--- src/rtl/multicycle_control_unit_if.sv ---
// Control-unit bus: opcode and memory handshake in, datapath control lines out.
// The control unit attaches through the slave modport; the driver of the datapath side uses master.
interface multicycle_control_unit_if;
  logic [3:0] opcode;
  logic       MemReady;
  logic       RegDst;
  logic       Branch;
  logic       MemRead;
  logic       MemWrite;
  logic       RegWrite;
  logic       MemToReg;
  logic       ALUSrc;
  logic [1:0] ALUOp;
  logic       PCWrite;
  logic       IRWrite;
  logic       Halted;
  logic       BusError;
  logic       IllegalOp;
  logic [3:0] state;

  modport master (
    output opcode, MemReady,
    input  RegDst, Branch, MemRead, MemWrite, RegWrite, MemToReg, ALUSrc,
           ALUOp, PCWrite, IRWrite, Halted, BusError, IllegalOp, state
  );

  modport slave (
    input  opcode, MemReady,
    output RegDst, Branch, MemRead, MemWrite, RegWrite, MemToReg, ALUSrc,
           ALUOp, PCWrite, IRWrite, Halted, BusError, IllegalOp, state
  );
endinterface

--- src/rtl/multicycle_control_unit.sv ---
// Moore multi-cycle control FSM for the 24-bit CPU: fetch/decode/execute/memory/writeback
// sequencing with a bounded data-memory wait that traps to a sticky bus-error state.
module multicycle_control_unit #(
  parameter int unsigned MEM_WAIT_MAX = 15
) (
  input logic                         Clock,
  input logic                         Reset,
  multicycle_control_unit_if.slave    bus
);

  typedef enum logic [3:0] {
    S_RST    = 4'd0,
    S_FETCH  = 4'd1,
    S_DECODE = 4'd2,
    S_EXEC_R = 4'd3,
    S_EXEC_I = 4'd4,
    S_MEM_RD = 4'd5,
    S_MEM_WB = 4'd6,
    S_MEM_WR = 4'd7,
    S_BRANCH = 4'd8,
    S_HALT   = 4'd9,
    S_ERROR  = 4'd10
  } state_t;

  localparam logic [3:0] OP_RTYPE = 4'b0000;
  localparam logic [3:0] OP_ADDI  = 4'b0001;
  localparam logic [3:0] OP_ANDI  = 4'b0010;
  localparam logic [3:0] OP_LW    = 4'b0011;
  localparam logic [3:0] OP_SW    = 4'b0100;
  localparam logic [3:0] OP_BEQ   = 4'b0101;
  localparam logic [3:0] OP_HALT  = 4'b1111;

  localparam logic [7:0] WAIT_LAST = 8'(MEM_WAIT_MAX - 1);

  state_t     state_q, state_d;
  logic [7:0] wait_q, wait_d;
  logic [3:0] op_q, op_d;
  logic       illegal_q, illegal_d;

  always_ff @(posedge Clock) begin
    if (Reset) begin
      state_q   <= S_RST;
      wait_q    <= '0;
      op_q      <= '0;
      illegal_q <= 1'b0;
    end else begin
      state_q   <= state_d;
      wait_q    <= wait_d;
      op_q      <= op_d;
      illegal_q <= illegal_d;
    end
  end

  // The wait counter is zero outside the memory states, so every entry starts it fresh.
  always_comb begin
    state_d   = state_q;
    wait_d    = '0;
    op_d      = op_q;
    illegal_d = 1'b0;
    case (state_q)
      S_RST:    state_d = S_FETCH;
      S_FETCH:  state_d = S_DECODE;
      S_DECODE: begin
        op_d = bus.opcode;
        case (bus.opcode)
          OP_RTYPE:         state_d = S_EXEC_R;
          OP_ADDI, OP_ANDI: state_d = S_EXEC_I;
          OP_LW:            state_d = S_MEM_RD;
          OP_SW:            state_d = S_MEM_WR;
          OP_BEQ:           state_d = S_BRANCH;
          OP_HALT:          state_d = S_HALT;
          default: begin
            state_d   = S_FETCH;
            illegal_d = 1'b1;
          end
        endcase
      end
      S_EXEC_R, S_EXEC_I, S_BRANCH, S_MEM_WB: state_d = S_FETCH;
      S_MEM_RD: begin
        if (bus.MemReady)           state_d = S_MEM_WB;
        else if (wait_q == WAIT_LAST) state_d = S_ERROR;
        else                        wait_d  = wait_q + 8'd1;
      end
      S_MEM_WR: begin
        if (bus.MemReady)           state_d = S_FETCH;
        else if (wait_q == WAIT_LAST) state_d = S_ERROR;
        else                        wait_d  = wait_q + 8'd1;
      end
      S_HALT:   state_d = S_HALT;
      S_ERROR:  state_d = S_ERROR;
      default:  state_d = S_RST;
    endcase
  end

  logic       reg_dst, branch, mem_read, mem_write, reg_write, mem_to_reg, alu_src;
  logic [1:0] alu_op;
  logic       pc_write, ir_write, halted, bus_error;

  always_comb begin
    reg_dst    = 1'b0;
    branch     = 1'b0;
    mem_read   = 1'b0;
    mem_write  = 1'b0;
    reg_write  = 1'b0;
    mem_to_reg = 1'b0;
    alu_src    = 1'b0;
    alu_op     = 2'b00;
    pc_write   = 1'b0;
    ir_write   = 1'b0;
    halted     = 1'b0;
    bus_error  = 1'b0;
    case (state_q)
      S_FETCH: begin
        ir_write = 1'b1;
        pc_write = 1'b1;
      end
      S_EXEC_R: begin
        alu_op    = 2'b10;
        reg_dst   = 1'b1;
        reg_write = 1'b1;
      end
      S_EXEC_I: begin
        alu_src   = 1'b1;
        reg_write = 1'b1;
        alu_op    = (op_q == OP_ANDI) ? 2'b11 : 2'b00;
      end
      S_MEM_RD: begin
        alu_src  = 1'b1;
        mem_read = 1'b1;
      end
      S_MEM_WB: begin
        mem_read   = 1'b1;
        mem_to_reg = 1'b1;
        reg_write  = 1'b1;
        alu_src    = 1'b1;
      end
      S_MEM_WR: begin
        alu_src   = 1'b1;
        mem_write = 1'b1;
      end
      S_BRANCH: begin
        branch = 1'b1;
        alu_op = 2'b01;
      end
      S_HALT:  halted    = 1'b1;
      S_ERROR: bus_error = 1'b1;
      default: ;
    endcase
  end

  assign bus.RegDst    = reg_dst;
  assign bus.Branch    = branch;
  assign bus.MemRead   = mem_read;
  assign bus.MemWrite  = mem_write;
  assign bus.RegWrite  = reg_write;
  assign bus.MemToReg  = mem_to_reg;
  assign bus.ALUSrc    = alu_src;
  assign bus.ALUOp     = alu_op;
  assign bus.PCWrite   = pc_write;
  assign bus.IRWrite   = ir_write;
  assign bus.Halted    = halted;
  assign bus.BusError  = bus_error;
  assign bus.IllegalOp = illegal_q;
  assign bus.state     = state_q;

endmodule

--- src/flat_wrapper.sv ---
// flat-port wrapper written by rule: the top's interface ports become plain ports
module multicycle_control_unit_flat 
#(
  parameter int unsigned MEM_WAIT_MAX = 15
)
  (Clock, Reset, bus_opcode, bus_MemReady, bus_RegDst, bus_Branch, bus_MemRead, bus_MemWrite, bus_RegWrite, bus_MemToReg, bus_ALUSrc, bus_ALUOp, bus_PCWrite, bus_IRWrite, bus_Halted, bus_BusError, bus_IllegalOp, bus_state);
  multicycle_control_unit_if bus_i ();
  input logic Clock;
  input logic Reset;
  input wire logic [$bits(bus_i.opcode)-1:0] bus_opcode;
  input wire logic [$bits(bus_i.MemReady)-1:0] bus_MemReady;
  output wire logic [$bits(bus_i.RegDst)-1:0] bus_RegDst;
  output wire logic [$bits(bus_i.Branch)-1:0] bus_Branch;
  output wire logic [$bits(bus_i.MemRead)-1:0] bus_MemRead;
  output wire logic [$bits(bus_i.MemWrite)-1:0] bus_MemWrite;
  output wire logic [$bits(bus_i.RegWrite)-1:0] bus_RegWrite;
  output wire logic [$bits(bus_i.MemToReg)-1:0] bus_MemToReg;
  output wire logic [$bits(bus_i.ALUSrc)-1:0] bus_ALUSrc;
  output wire logic [$bits(bus_i.ALUOp)-1:0] bus_ALUOp;
  output wire logic [$bits(bus_i.PCWrite)-1:0] bus_PCWrite;
  output wire logic [$bits(bus_i.IRWrite)-1:0] bus_IRWrite;
  output wire logic [$bits(bus_i.Halted)-1:0] bus_Halted;
  output wire logic [$bits(bus_i.BusError)-1:0] bus_BusError;
  output wire logic [$bits(bus_i.IllegalOp)-1:0] bus_IllegalOp;
  output wire logic [$bits(bus_i.state)-1:0] bus_state;
  assign bus_i.opcode = bus_opcode;
  assign bus_i.MemReady = bus_MemReady;
  assign bus_RegDst = bus_i.RegDst;
  assign bus_Branch = bus_i.Branch;
  assign bus_MemRead = bus_i.MemRead;
  assign bus_MemWrite = bus_i.MemWrite;
  assign bus_RegWrite = bus_i.RegWrite;
  assign bus_MemToReg = bus_i.MemToReg;
  assign bus_ALUSrc = bus_i.ALUSrc;
  assign bus_ALUOp = bus_i.ALUOp;
  assign bus_PCWrite = bus_i.PCWrite;
  assign bus_IRWrite = bus_i.IRWrite;
  assign bus_Halted = bus_i.Halted;
  assign bus_BusError = bus_i.BusError;
  assign bus_IllegalOp = bus_i.IllegalOp;
  assign bus_state = bus_i.state;
  multicycle_control_unit #(.MEM_WAIT_MAX(MEM_WAIT_MAX)) u_core (.Clock(Clock), .Reset(Reset), .bus(bus_i));
endmodule
--- config.mk ---
export PLATFORM = sky130hd
export DESIGN_NAME = multicycle_control_unit_flat
export DESIGN_NICKNAME = d
export VERILOG_FILES = /design/src/rtl/multicycle_control_unit_if.sv /design/src/rtl/multicycle_control_unit.sv /design/src/flat_wrapper.sv
export SDC_FILE = /design/constraint.sdc
export NUM_CORES = 1
export LEC_CHECK = 0
export ABC_AREA = 1
export CORE_UTILIZATION = 53
export CTS_BUF_LIST = sky130_fd_sc_hd__clkbuf_2 sky130_fd_sc_hd__clkbuf_4 sky130_fd_sc_hd__clkbuf_8
export CTS_CLUSTER_SIZE = 40
export DETAILED_ROUTE_END_ITERATION = 8
export GPL_TIMING_DRIVEN = 0
export PLACE_DENSITY = 0.86
export SKIP_CTS_REPAIR_TIMING = 1
export SLEW_MARGIN = 0
export SYNTH_ARGS = -nofsm -noshare
export SYNTH_HDL_FRONTEND = slang
export SYNTH_SLANG_ARGS = --single-unit
export TNS_END_PERCENT = 5
--- constraint.sdc ---
create_clock -name Clock -period 2.17 [get_ports Clock]
set_clock_uncertainty 0.15 [all_clocks]
set_input_delay 0.217 -clock Clock [delete_from_list [all_inputs] [get_ports Clock]]
set_output_delay 0.217 -clock Clock [all_outputs]
set_load 0.02 [all_outputs]
==> impl_metrics.prom <==
# TYPE chip_impl_metric gauge
chip_impl_metric{name="routedWlPerCell",unit="um"} 10.9
chip_impl_info{name="synth.most_common_cell",value="sky130_fd_sc_hd__nor2_1"} 1
chip_impl_metric{name="synth_nets",unit=""} 153
chip_impl_metric{name="edff_count_synth",unit=""} 0
chip_impl_info{name="critical_path_sink_type",value="output pin"} 1
chip_impl_metric{name="cellPowerDensity",unit="nW/um2"} 538
chip_impl_metric{name="core",unit="um2"} 1710
chip_impl_info{name="min_path_type",value="flop to flop"} 1
chip_impl_metric{name="setup_violations",unit=""} 0
chip_impl_metric{name="p_int",unit="uW"} 477
chip_impl_metric{name="vias_in_the_first_global_route",unit=""} 809
chip_impl_metric{name="synth_area",unit="um2"} 960
chip_impl_metric{name="worst_path_fanout_max",unit=""} 6
chip_impl_metric{name="clock_input_transition_at_the_sequential_cells_of_the_worst_setup_and_hold_paths",unit="ns"} 0.10
chip_impl_info{name="synthTopCellsByArea",value="sky130_fd_sc_hd__dfxtp_1 (35%), sky130_fd_sc_hd__nor2_1 (11%), sky130_fd_sc_hd__nand2_1 (11%)"} 1
chip_impl_info{name="cts_tree",value="done"} 1
chip_impl_metric{name="postLayoutCoreUtil",unit=""} 0.750
chip_impl_metric{name="setup_tns",unit="ns"} 0
chip_impl_metric{name="timing_hold_violations_final",unit=""} 0
chip_impl_metric{name="drt_first_iter_violations",unit=""} 28
chip_impl_metric{name="ant_nets",unit=""} 0
chip_impl_metric{name="final_cells",unit=""} 197
chip_impl_metric{name="syn_to_final_growth",unit="%"} 33.5
chip_impl_metric{name="critPathMaxStageDelay",unit="ns"} 0.60
chip_impl_metric{name="numCtsBuffers",unit=""} 3
chip_impl_metric{name="gr-usage-all-layers",unit=""} 0.235
chip_impl_metric{name="drive_gt1_frac",unit=""} 0.110
chip_impl_metric{name="dieArea",unit="um2"} 1980
chip_impl_info{name="critPathMostFrequentCell",value="sky130_fd_sc_hd__nand2_1"} 1
chip_impl_metric{name="vias",unit=""} 990
chip_impl_metric{name="netlist_instances",unit=""} 144
chip_impl_metric{name="power.switching_fraction",unit=""} 0.307
chip_impl_metric{name="post_synth_num_cell_types",unit=""} 20
chip_impl_metric{name="floorplan.die.width",unit="um"} 44.6
chip_impl_metric{name="layout_worst_path_cycle_share",unit=""} 0.972
chip_impl_metric{name="htree_levels",unit=""} 1
chip_impl_metric{name="max_freq",unit="MHz"} 474
chip_impl_metric{name="ys_ff_latch",unit=""} 17
chip_impl_metric{name="worstRegToRegCells",unit=""} 7
chip_impl_metric{name="timing.max_cap.violations",unit=""} 0
chip_impl_metric{name="period_needed",unit="ns"} 2.11
chip_impl_metric{name="worst-slew-pin-transition",unit="ns"} 0.272
chip_impl_metric{name="final_cell_area",unit="um2"} 1280
chip_impl_metric{name="finalNetCount",unit=""} 182
chip_impl_metric{name="syn-mean-instance-area",unit="um2"} 6.66
chip_impl_metric{name="pwr-share-comb",unit=""} 0.227
chip_impl_metric{name="io_pins",unit=""} 25
chip_impl_info{name="timing.critical_path.slowest_stage_cell",value="sky130_fd_sc_hd__clkdlybuf4s50_1"} 1
chip_impl_metric{name="required",unit="ns"} 1.80
chip_impl_info{name="status",value="finished clean"} 1
chip_impl_metric{name="grt_remaining_overflow",unit=""} 0
chip_impl_metric{name="post-synth-top-area-fraction",unit=""} 0.355
chip_impl_metric{name="diodes",unit=""} 0
chip_impl_metric{name="place.gp.congestion",unit=""} 0.891
chip_impl_metric{name="antenna_violations_before_repair",unit=""} 0
chip_impl_metric{name="clk-insertion-delay-late",unit="ns"} 0.30
chip_impl_metric{name="hold_depth",unit=""} 1
chip_impl_metric{name="timing.reg2reg.setup_slack",unit="ns"} 0.69
chip_impl_metric{name="worst-endpoint-arrival",unit="ns"} 1.74
chip_impl_metric{name="initial_core_utilization",unit=""} 0.562
chip_impl_metric{name="critical_path_depth_in_cells",unit=""} 4
chip_impl_metric{name="worst-path-buf-inv",unit=""} 1
chip_impl_metric{name="drc",unit=""} 0
chip_impl_metric{name="yosys_warnings",unit=""} 0
chip_impl_metric{name="port-buffer-count",unit=""} 24
chip_impl_info{name="ys_top_cells_by_count",value="sky130_fd_sc_hd__nor2_1 (29), sky130_fd_sc_hd__nand2_1 (28), sky130_fd_sc_hd__inv_1 (23), sky130_fd_sc_hd__dfxtp_1 (17), sky130_fd_sc_hd__o21ai_0 (10)"} 1
chip_impl_info{name="hold_path_end",value="u_core.wait_q[0]$_SDFF_PP0_"} 1
chip_impl_metric{name="clkPwrFrac",unit=""} 0.275
chip_impl_info{name="rsz_0062_raised_after_global_routing",value="true"} 1
chip_impl_metric{name="final-max-slew-violation-count",unit=""} 0
chip_impl_metric{name="detail_route.wirelength",unit="um"} 2140
chip_impl_metric{name="report.power.total",unit="uW"} 689
chip_impl_metric{name="net_switching_power",unit="uW"} 212
chip_impl_metric{name="irDropWorstVdd",unit="V"} 0.000458
chip_impl_metric{name="postPlaceCellArea",unit="um2"} 1230
chip_impl_info{name="worstSetupPathType",value="flop to output pin"} 1
chip_impl_info{name="ys_dominant_reg_cell",value="sky130_fd_sc_hd__dfxtp_1"} 1
chip_impl_metric{name="max_slew_margin",unit=""} 0.818
chip_impl_info{name="clock-root-buffer",value="sky130_fd_sc_hd__clkbuf_4"} 1
chip_impl_metric{name="grt_pass1_wl",unit="um"} 3370
chip_impl_metric{name="clock_sink_count",unit=""} 17
chip_impl_metric{name="grt_max_degree",unit=""} 10
chip_impl_metric{name="detailedPlacementHpwl",unit="um"} 1680
chip_impl_metric{name="leakage",unit="nW"} 0.670
chip_impl_info{name="worstReg2RegEnd",value="u_core.wait_q[2]$_SDFF_PP0_"} 1
chip_impl_metric{name="dp.cells",unit=""} 193
chip_impl_metric{name="p_seq_frac",unit=""} 0.498
chip_impl_metric{name="register_area_share_after_synthesis",unit=""} 0.355
chip_impl_info{name="setup.worst_path.start_class",value="flop"} 1
chip_impl_info{name="synth.largest_area_cell",value="sky130_fd_sc_hd__dfxtp_1"} 1
chip_impl_metric{name="vias_per_cell",unit=""} 5.03
chip_impl_metric{name="ctsLongestPathBuffers",unit=""} 2
chip_impl_metric{name="floorplan.rows",unit=""} 15
chip_impl_info{name="critical-path-top-delay-family",value="buffers and inverters"} 1
chip_impl_metric{name="chipHeight",unit="um"} 44.6
chip_impl_info{name="worstPathCellList",value="nor2_1, nand2_1, nand2_1, clkdlybuf4s50_1"} 1
chip_impl_info{name="min_from",value="u_core.wait_q[0]$_SDFF_PP0_"} 1
chip_impl_info{name="critical_path.reg2reg.startpoint",value="u_core.wait_q[0]$_SDFF_PP0_"} 1
chip_impl_metric{name="synthArstFlopShare",unit=""} 0
chip_impl_metric{name="first_pass_iters",unit=""} 4
how the worst max path moves through the flow:
| stage | startpoint | to | slack (ns) |
|---|---|---|---|
| 4_1_cts | u_core.bus.state[0]$_SDFF_PP0_ | bus_PCWrite | -0.16 |
| 2_1_floorplan | u_core.bus.state[0]$_SDFF_PP0_ | bus_MemRead | 0.54 |
| 5_1_grt | u_core.op_q[1]$_SDFFE_PP0P_ | bus_ALUOp[0] | -0.09 |
| 3_5_place_dp | u_core.bus.state[0]$_SDFF_PP0_ | bus_PCWrite | 0.17 |
| 3_3_place_gp | u_core.bus.state[0]$_SDFF_PP0_ | bus_PCWrite | 0.22 |
| 6_report | u_core.bus.state[2]$_SDFF_PP0_ | bus_RegWrite | 0.06 |
area by class of cell:
class | count | area [um2]
Inverter | 25 | 93.8
Tap cell | 25 | 31.3
Sequential cell | 17 | 344
Fill cell | 138 | 427
Timing Repair Buffer | 24 | 250
Multi-Input combinational cell | 101 | 524
Clock buffer | 4 | 30.0
Buffer | 1 | 7.51
kinds of logic (layout without fill, tap and decap cells):
logic type                 after synthesis  after routing  share of synthesized area
buffers and inverters                   26             54                      0.106
DFF                                     17             17                      0.355
xor gates and xnor gates                 5              5                     0.0456
adders and majority gates                2              2                     0.0261
and+or+nand+nor                         74             74                      0.360
AOI/OAI and AO/OA                       20             20                      0.108
per-layer routing:
layer	GRT usage	wire, um	share of wire	vias up
li1	-	-	-	506
met1	0.301	1030	0.48	431
met2	0.365	925	0.43	47
met3	0.0531	141	0.066	6
met4	0.127	46	0.022	0
met5	0	0	0	-
per-stage QoR:
stage               hold slack [ns]  worst slack [ns]
detailed placement            0.310             0.168
global placement              0.293             0.223
CTS                           0.333            -0.159
finish                        0.326            0.0602
floorplan                     0.136             0.545
global route                  0.363           -0.0906
layout by cell type (no fill, tap or decap), types with 3 or more instances in the layout:
cell type,instances
sky130_fd_sc_hd__nand3_1,7
sky130_fd_sc_hd__o21ai_0,10
sky130_fd_sc_hd__clkdlybuf4s50_1,18
sky130_fd_sc_hd__dfxtp_2,3
sky130_fd_sc_hd__a21oi_1,9
sky130_fd_sc_hd__dfxtp_1,14
sky130_fd_sc_hd__nor2_1,29
sky130_fd_sc_hd__xnor2_1,3
sky130_fd_sc_hd__clkbuf_4,4
sky130_fd_sc_hd__nand2_1,28
sky130_fd_sc_hd__inv_1,23
sky130_fd_sc_hd__dlymetal6s2s_1,5
registers in the layout, summed over array words and instances, names as in the netlist:
signal                count
u_core.op_q               4
u_core.bus.state          4
u_core.wait_q             8
u_core.bus.IllegalOp      1
worst reg2reg max path, cell delays in order (launching register included):
cell,delay [ns]
sky130_fd_sc_hd__dfxtp_1,0.38
sky130_fd_sc_hd__inv_1,0.06
sky130_fd_sc_hd__ha_1,0.19
sky130_fd_sc_hd__nand3_1,0.11
sky130_fd_sc_hd__nor2_1,0.08
sky130_fd_sc_hd__nor3_2,0.22
sky130_fd_sc_hd__inv_2,0.12
sky130_fd_sc_hd__nor2_1,0.11
power by group through the flow:
| stage | clock network [mW] | registers (mW) | logic, mW |
|---|---|---|---|
| 2_1_floorplan | 0 | 0.352 | 0.0865 |
| 3_3_place_gp | 0 | 0.347 | 0.153 |
| 3_5_place_dp | 0 | 0.349 | 0.156 |
| 4_1_cts | 0.190 | 0.341 | 0.157 |
| 5_1_grt | 0.204 | 0.345 | 0.170 |
| 6_report | 0.189 | 0.343 | 0.157 |
(Power assumes the default switching activity.)
